`src/rtl/uart_pkg.sv`:
```
// ---------------------------------------------------------------------------
// uart_pkg
// Definitions shared by the UART receiver and transmitter:
//   - uart_state_e : character-framing FSM states
//   - PT_NONE / PT_EVEN / PT_ODD : parity-type selectors, stored as 32-bit
//     ASCII codes so that a string parameter can be compared directly
//   - parity_bit() : expected parity bit for a given data XOR
// ---------------------------------------------------------------------------
package uart_pkg;

    typedef enum logic [2:0] {
        IDLE,
        START,
        DATA,
        PARITY,
        STOP
    } uart_state_e;

    localparam logic [31:0] PT_NONE = "NONE";
    localparam logic [31:0] PT_EVEN = "EVEN";
    localparam logic [31:0] PT_ODD  = {8'h00, "ODD"};

    // EVEN parity transmits the XOR of the data bits, ODD its inverse.
    function automatic logic parity_bit(input logic [31:0] pt, input logic dataXor);
        return (pt == PT_ODD) ? ~dataXor : dataXor;
    endfunction

endpackage

```
`src/rtl/sync_ff.sv`:
```
// ---------------------------------------------------------------------------
// sync_ff
// Multi-stage flip-flop synchronizer for a single asynchronous input.
// Ports:
//   clk_i : clock
//   rst_i : synchronous active-high reset, loads RST_VAL into every stage
//   d_i   : asynchronous input
//   q_o   : synchronized output
// ---------------------------------------------------------------------------
module sync_ff #(
    parameter int   STAGES  = 2,
    parameter logic RST_VAL = 1'b1
) (
    input  logic clk_i,
    input  logic rst_i,
    input  logic d_i,
    output logic q_o
);

    logic [STAGES-1:0] sync_q;

    // Shift the raw input through the chain; only the last stage is used.
    always_ff @(posedge clk_i) begin
        if (rst_i) begin
            sync_q <= {STAGES{RST_VAL}};
        end else begin
            sync_q <= {sync_q[STAGES-2:0], d_i};
        end
    end

    assign q_o = sync_q[STAGES-1];

endmodule

```
`src/rtl/uart_rx.sv`:
```
// ---------------------------------------------------------------------------
// uart_rx
// UART receiver with optional parity, 1 or 2 stop bits and an AXI-Stream
// style single-entry output register.
// Parameters:
//   DW : data bits per character
//   PT : parity type, "NONE", "EVEN" or "ODD"
//   SW : stop bits, 1 or 2
//   BN : clock cycles per bit period (>= 4)
// Ports:
//   clk            : clock, all logic on the rising edge
//   rst            : synchronous active-high reset
//   uart_rxd       : asynchronous serial line, idle high
//   str_rxd_tvalid : received character valid
//   str_rxd_tdata  : received character
//   str_rxd_tready : downstream accepts the character
//   error_fifo     : one-cycle pulse, character dropped because output full
//   error_parity   : one-cycle pulse with tvalid rise, parity mismatch
//   error_frame    : one-cycle pulse, a stop bit was sampled low
// ---------------------------------------------------------------------------
module uart_rx
    import uart_pkg::*;
#(
    parameter int          DW = 8,
    parameter logic [31:0] PT = "NONE",
    parameter int          SW = 1,
    parameter int          BN = 54
) (
    input  logic          clk,
    input  logic          rst,
    input  logic          uart_rxd,
    output logic          str_rxd_tvalid,
    output logic [DW-1:0] str_rxd_tdata,
    input  logic          str_rxd_tready,
    output logic          error_fifo,
    output logic          error_parity,
    output logic          error_frame
);

    localparam int              CW         = $clog2(BN);
    localparam int              BW         = $clog2(DW + 1);
    localparam logic [CW-1:0]   CNT_LAST   = CW'(BN - 1);
    localparam logic [CW-1:0]   CNT_HALF   = CW'(BN / 2 - 1);
    localparam logic [BW-1:0]   BIT_LAST   = BW'(DW - 1);
    localparam logic            STOP_LAST  = (SW == 2);
    localparam bit              HAS_PARITY = (PT != PT_NONE);

    logic          rxdS;

    uart_state_e   state_q, state_d;
    logic [CW-1:0] cnt_q, cnt_d;
    logic [BW-1:0] bitCnt_q, bitCnt_d;
    logic          stopCnt_q, stopCnt_d;
    logic [DW-1:0] shift_q, shift_d;
    logic          parErr_q, parErr_d;
    logic          stopErr_q, stopErr_d;
    logic          rearm_q, rearm_d;

    logic          tvalid_q;
    logic [DW-1:0] tdata_q;
    logic          errFifo_q, errPar_q, errFrame_q;

    logic          tick;
    logic          charDone;
    logic          frameBad;

    sync_ff #(
        .STAGES  (2),
        .RST_VAL (1'b1)
    ) u_sync (
        .clk_i (clk),
        .rst_i (rst),
        .d_i   (uart_rxd),
        .q_o   (rxdS)
    );

    // Once a start bit is qualified the counter is restarted, so every
    // later tick lands one full bit period after the mid-start sample.
    assign tick = (cnt_q == CNT_LAST);

    // Next-state and datapath decode for the framing FSM.
    always_comb begin
        state_d   = state_q;
        bitCnt_d  = bitCnt_q;
        stopCnt_d = stopCnt_q;
        shift_d   = shift_q;
        parErr_d  = parErr_q;
        stopErr_d = stopErr_q;
        rearm_d   = rearm_q;
        charDone  = 1'b0;
        frameBad  = 1'b0;

        // After a framing error the line may still be low; hold off start
        // detection until it has been seen high again.
        if (rxdS) begin
            rearm_d = 1'b0;
        end

        unique case (state_q)
            IDLE: begin
                bitCnt_d  = '0;
                stopCnt_d = 1'b0;
                parErr_d  = 1'b0;
                stopErr_d = 1'b0;
                if (!rxdS && !rearm_q) begin
                    state_d = START;
                end
            end
            START: begin
                if (cnt_q == CNT_HALF) begin
                    state_d = rxdS ? IDLE : DATA;
                end
            end
            DATA: begin
                if (tick) begin
                    shift_d  = DW'({rxdS, shift_q} >> 1);
                    bitCnt_d = bitCnt_q + 1'b1;
                    if (bitCnt_q == BIT_LAST) begin
                        state_d = HAS_PARITY ? PARITY : STOP;
                    end
                end
            end
            PARITY: begin
                if (tick) begin
                    parErr_d = (rxdS != parity_bit(PT, ^shift_q));
                    state_d  = STOP;
                end
            end
            STOP: begin
                if (tick) begin
                    stopCnt_d = stopCnt_q + 1'b1;
                    if (!rxdS) begin
                        stopErr_d = 1'b1;
                    end
                    if (stopCnt_q == STOP_LAST) begin
                        charDone = 1'b1;
                        frameBad = stopErr_q | ~rxdS;
                        state_d  = IDLE;
                    end
                end
            end
            default: begin
                state_d = IDLE;
            end
        endcase

        if (charDone && frameBad) begin
            rearm_d = 1'b1;
        end
    end

    // Baud counter: free-running modulo BN, restarted on every state change
    // and parked at zero while idle.
    always_comb begin
        if (state_d != state_q || state_q == IDLE || tick) begin
            cnt_d = '0;
        end else begin
            cnt_d = cnt_q + 1'b1;
        end
    end

    always_ff @(posedge clk) begin
        if (rst) begin
            state_q   <= IDLE;
            cnt_q     <= '0;
            bitCnt_q  <= '0;
            stopCnt_q <= 1'b0;
            shift_q   <= '0;
            parErr_q  <= 1'b0;
            stopErr_q <= 1'b0;
            rearm_q   <= 1'b0;
        end else begin
            state_q   <= state_d;
            cnt_q     <= cnt_d;
            bitCnt_q  <= bitCnt_d;
            stopCnt_q <= stopCnt_d;
            shift_q   <= shift_d;
            parErr_q  <= parErr_d;
            stopErr_q <= stopErr_d;
            rearm_q   <= rearm_d;
        end
    end

    // Output register and error pulses. A completion that coincides with
    // acceptance reloads the register, so it is not an overrun.
    always_ff @(posedge clk) begin
        if (rst) begin
            tvalid_q   <= 1'b0;
            tdata_q    <= '0;
            errFifo_q  <= 1'b0;
            errPar_q   <= 1'b0;
            errFrame_q <= 1'b0;
        end else begin
            errFifo_q  <= 1'b0;
            errPar_q   <= 1'b0;
            errFrame_q <= 1'b0;
            if (tvalid_q && str_rxd_tready) begin
                tvalid_q <= 1'b0;
            end
            if (charDone) begin
                if (frameBad) begin
                    errFrame_q <= 1'b1;
                end else if (tvalid_q && !str_rxd_tready) begin
                    errFifo_q <= 1'b1;
                end else begin
                    tvalid_q <= 1'b1;
                    tdata_q  <= shift_q;
                    errPar_q <= parErr_q;
                end
            end
        end
    end

    assign str_rxd_tvalid = tvalid_q;
    assign str_rxd_tdata  = tdata_q;
    assign error_fifo     = errFifo_q;
    assign error_parity   = errPar_q;
    assign error_frame    = errFrame_q;

endmodule

```
`config.mk`:
```
export PLATFORM = sky130hd
export DESIGN_NAME = uart_rx
export DESIGN_NICKNAME = d
export VERILOG_FILES = /design/src/rtl/uart_pkg.sv /design/src/rtl/sync_ff.sv /design/src/rtl/uart_rx.sv
export SDC_FILE = /design/constraint.sdc
export NUM_CORES = 1
export LEC_CHECK = 0
export CORE_UTILIZATION = 45
export CTS_CLUSTER_DIAMETER = 80
export DETAILED_ROUTE_END_ITERATION = 6
export GPL_ROUTABILITY_DRIVEN = 0
export PLACE_DENSITY = 0.7
export SLEW_MARGIN = 0
export SYNTH_ARGS = -nofsm -noshare
export SYNTH_HDL_FRONTEND = slang
export SYNTH_SLANG_ARGS = --single-unit
```
`constraint.sdc`:
```
create_clock -name clk -period 3.6 [get_ports clk]
set_clock_uncertainty 0.2 [all_clocks]
set_input_delay 0.72 -clock clk [delete_from_list [all_inputs] [get_ports clk]]
set_output_delay 0.72 -clock clk [all_outputs]
set_load 0.05 [all_outputs]
```
==> run_results.csv <==
group,metric,value,unit
pwr,pwr-share-clk,0.392,
route,drt_iter0_markers,70,
route,routed_wl,3.72,mm
clock_network,cts_tree,"built",
clock_network,clk_pin_slew,70,ps
placement,place_area,0.00194,mm2
final_layout,layout_commonest_cell,"dfxtp_1",
global_routing,antenna_found_initial,0,
clock_network,cts_buffers,5,
final_layout,final_layout_size_suffix_gt1_frac,0.102,
final_layout,nNetsFinal,213,
floorplan,die_h,65.3,um
global_routing,grt_max_degree,22,
yosys,synth.ff_latch_count,39,
route,first_pass_iters,4,
pwr,swShare,0.215,
timing,period_needed,2420,ps
global_routing,grt_usage,0.194,
floorplan,core,0.00374,mm2
timing,hold_viol,0,
setup_path,crit_start,"cnt_q[0]$_SDFF_PP0_",
final_layout,antenna_cells,0,
floorplan,io_pins,16,
global_routing,grt_pass1_vias,1404,
setup_path,critPathLaunchType,"flip-flop",
final_layout,utilization,0.541,
yosys,synthCells,193,
pwr,pwr-share-seq,0.578,
worst_hold_path,worstHoldStart,"u_sync.sync_q[0]$_SDFF_PP1_",
timing,grt_setup_unrepaired,"false",
setup_path,worstPathMaxFanout,12,
setup_path,cp.arrival,2450,ps
job,max_cap_violations,0,
route,viasPerCell,5.61,
clock_network,cts_resized,0,
setup_path,cp_data_required_time,3630,ps
global_routing,grt_pass1_wl,6.20,mm
yosys,synth_warnings,0,
timing,slew_headroom,0.412,
yosys,synth_cell_types,50,
timing,slew_viol_final,0,
clock_network,cts_setup_buffers,0,
timing,finalCritPeriodShare,0.672,
pwr,comb_power_share,0.030,
clock_network,cts_sinks,39,
pwr,power,0.000755,W
setup_path,worst_setup_path_end_kind,"flip-flop",
placement,place_hpwl,2.63,mm
worst_hold_path,min_path_type,"flip-flop to flip-flop",
outcome,outcome,"complete, no violations",
placement,io_buffers,15,
timing,tns,0,ps
timing,worstMarginPinSlew,876,ps
yosys,syn_area_per_cell,9.33,um2
floorplan,die_w,65.3,um
pwr,p_sw,0.000162,W
clock_network,clock_latency,290,ps
route,vias,1419,
clock_network,cts-root-buf,"clkbuf_8",
timing,fmax,413,MHz
yosys,syn_nets,201,
setup_path,critical_path_class,"flip-flop to flip-flop",
route,drc,0,
pwr,vdd_drop_max,0.204,mV
timing,finalSetupViolations,0,
floorplan,start_util,0.481,
yosys,ys_seq_area_frac,0.434,
final_layout,final_cell_area,0.00203,mm2
global_routing,grt_overflow,0,
clock_network,hold_buffers,0,
pwr,power.density,373,mW/mm2
floorplan,row_count,22,
route,ant_nets,0,
route,wl_per_cell,14.7,um
clock_network,h-tree-depth,2,
yosys,synth_edf_count,0,
setup_path,r2r_start,"cnt_q[0]$_SDFF_PP0_",
final_layout,area_delta_synth_final,12.5,%
yosys,synth-async-reset-ratio,0,
yosys,synthFlopType,"dfxtp_1",
final_layout,layout_common_cells,"39 x dfxtp_1, 23 x nor2_1, 15 x clkdlybuf4s50_1, 14 x a21oi_1, 12 x nand3_1",
floorplan,die_area,0.00426,mm2
timing,whs,226,ps
pwr,internal_power,0.000592,W
yosys,synth_area,0.00180,mm2
clock_network,cts_max_path_buffers,2,
final_layout,final.fill_count,353,
pwr,leakagePower,0.679,nW
-- metrics by stage --
stage	worst slack, ps	instances
after global placement	1170	246
final	1180	253
after floorplan	1640	193
after detailed placement	1130	246
after CTS	1160	253
after global routing	969	253
-- per-layer routing --
| layer | vias up | wire length, um | global-route usage |
|---|---|---|---|
| met2 | 34 | 1850 | 0.331 |
| met5 | - | 0 | 0 |
| met3 | 7 | 188 | 0.0538 |
| met4 | 0 | 61 | 0.0842 |
| met1 | 678 | 1620 | 0.225 |
| li1 | 700 | - | - |
-- flip-flops by register name, summed over array words and instances (netlist names) --
signal	cells
stopCnt_q	1
cnt_q	6
str_rxd_tvalid	1
shift_q	8
parErr_q	1
error_fifo	1
stopErr_q	1
str_rxd_tdata	8
state_q	3
u_sync.sync_q	2
error_frame	1
rearm_q	1
bitCnt_q	4
error_parity	1
-- power by group through the flow --
stage               Clock (W)  Combinational, W  Sequential, W
finish               0.000296         0.0000229       0.000436
global route         0.000320         0.0000253       0.000436
CTS                  0.000300         0.0000229       0.000436
detailed placement          0         0.0000226       0.000446
global placement            0         0.0000218       0.000446
floorplan                   0         0.0000185       0.000444
-- layout make-up --
| type | instances | area, um2 | area share |
|---|---|---|---|
| repair buffers | 16 | 158 | 0.0778 |
| clock buffers | 6 | 82.6 | 0.0408 |
| flip-flops and latches | 39 | 781 | 0.385 |
| clock inverters | 1 | 5.00 | 0.00247 |
| well taps | 48 | 60.1 | 0.0296 |
| inverters | 7 | 26.3 | 0.0130 |
| multi-input cells | 136 | 913 | 0.451 |
-- critical path: stages, from the launching register on --
cell,delay [ps]
dfxtp_1,390
ha_1,190
nand4_1,310
nor4_4,770
mux2_2,420
nor2_1,80
-- cells by family after synthesis --
group,share of synthesized area
flip-flops,0.434
multiplexers,0.0507
XOR/XNOR,0.0612
buffers and inverters,0.0591
adder cells (fa/ha/maj),0.0278
AND/OR/NAND/NOR,0.225
AO/OA/AOI/OAI,0.142
-- cells in the mapped netlist (2+ instances only) --
| cell type | n | share of area |
|---|---|---|
| inv_1 | 7 | 0.015 |
| o21ai_0 | 4 | 0.011 |
| a21oi_1 | 14 | 0.039 |
| a211oi_1 | 2 | 0.0083 |
| buf_4 | 3 | 0.013 |
| ha_1 | 4 | 0.028 |
| nand3_1 | 12 | 0.033 |
| o21ai_1 | 7 | 0.019 |
| xor2_1 | 3 | 0.015 |
| nand2b_1 | 4 | 0.014 |
| nand2_1 | 7 | 0.015 |
| nand3b_1 | 2 | 0.0083 |
| dfxtp_1 | 39 | 0.43 |
| xnor2_1 | 7 | 0.034 |
| clkbuf_2 | 2 | 0.0056 |
| a21boi_0 | 2 | 0.0083 |
| nor4_4 | 2 | 0.024 |
| a31oi_1 | 2 | 0.0069 |
| buf_6 | 3 | 0.019 |
| buf_2 | 2 | 0.0056 |
| mux2i_1 | 8 | 0.044 |
| nor2_1 | 23 | 0.048 |
| nor3_1 | 4 | 0.011 |
| nand4_1 | 2 | 0.0069 |
| or2_2 | 3 | 0.010 |
-- path summary, 6_finish.rpt --
path,to,slack [ps],cells past startpoint
max,bitCnt_q[0]$_SDFFE_PP0P_,1180,5
min,u_sync.sync_q[1]$_SDFF_PP1_,230,1
max reg2reg,bitCnt_q[0]$_SDFFE_PP0P_,1180,5
min reg2reg,u_sync.sync_q[1]$_SDFF_PP1_,230,1
Power figures use the tool's default switching activity.
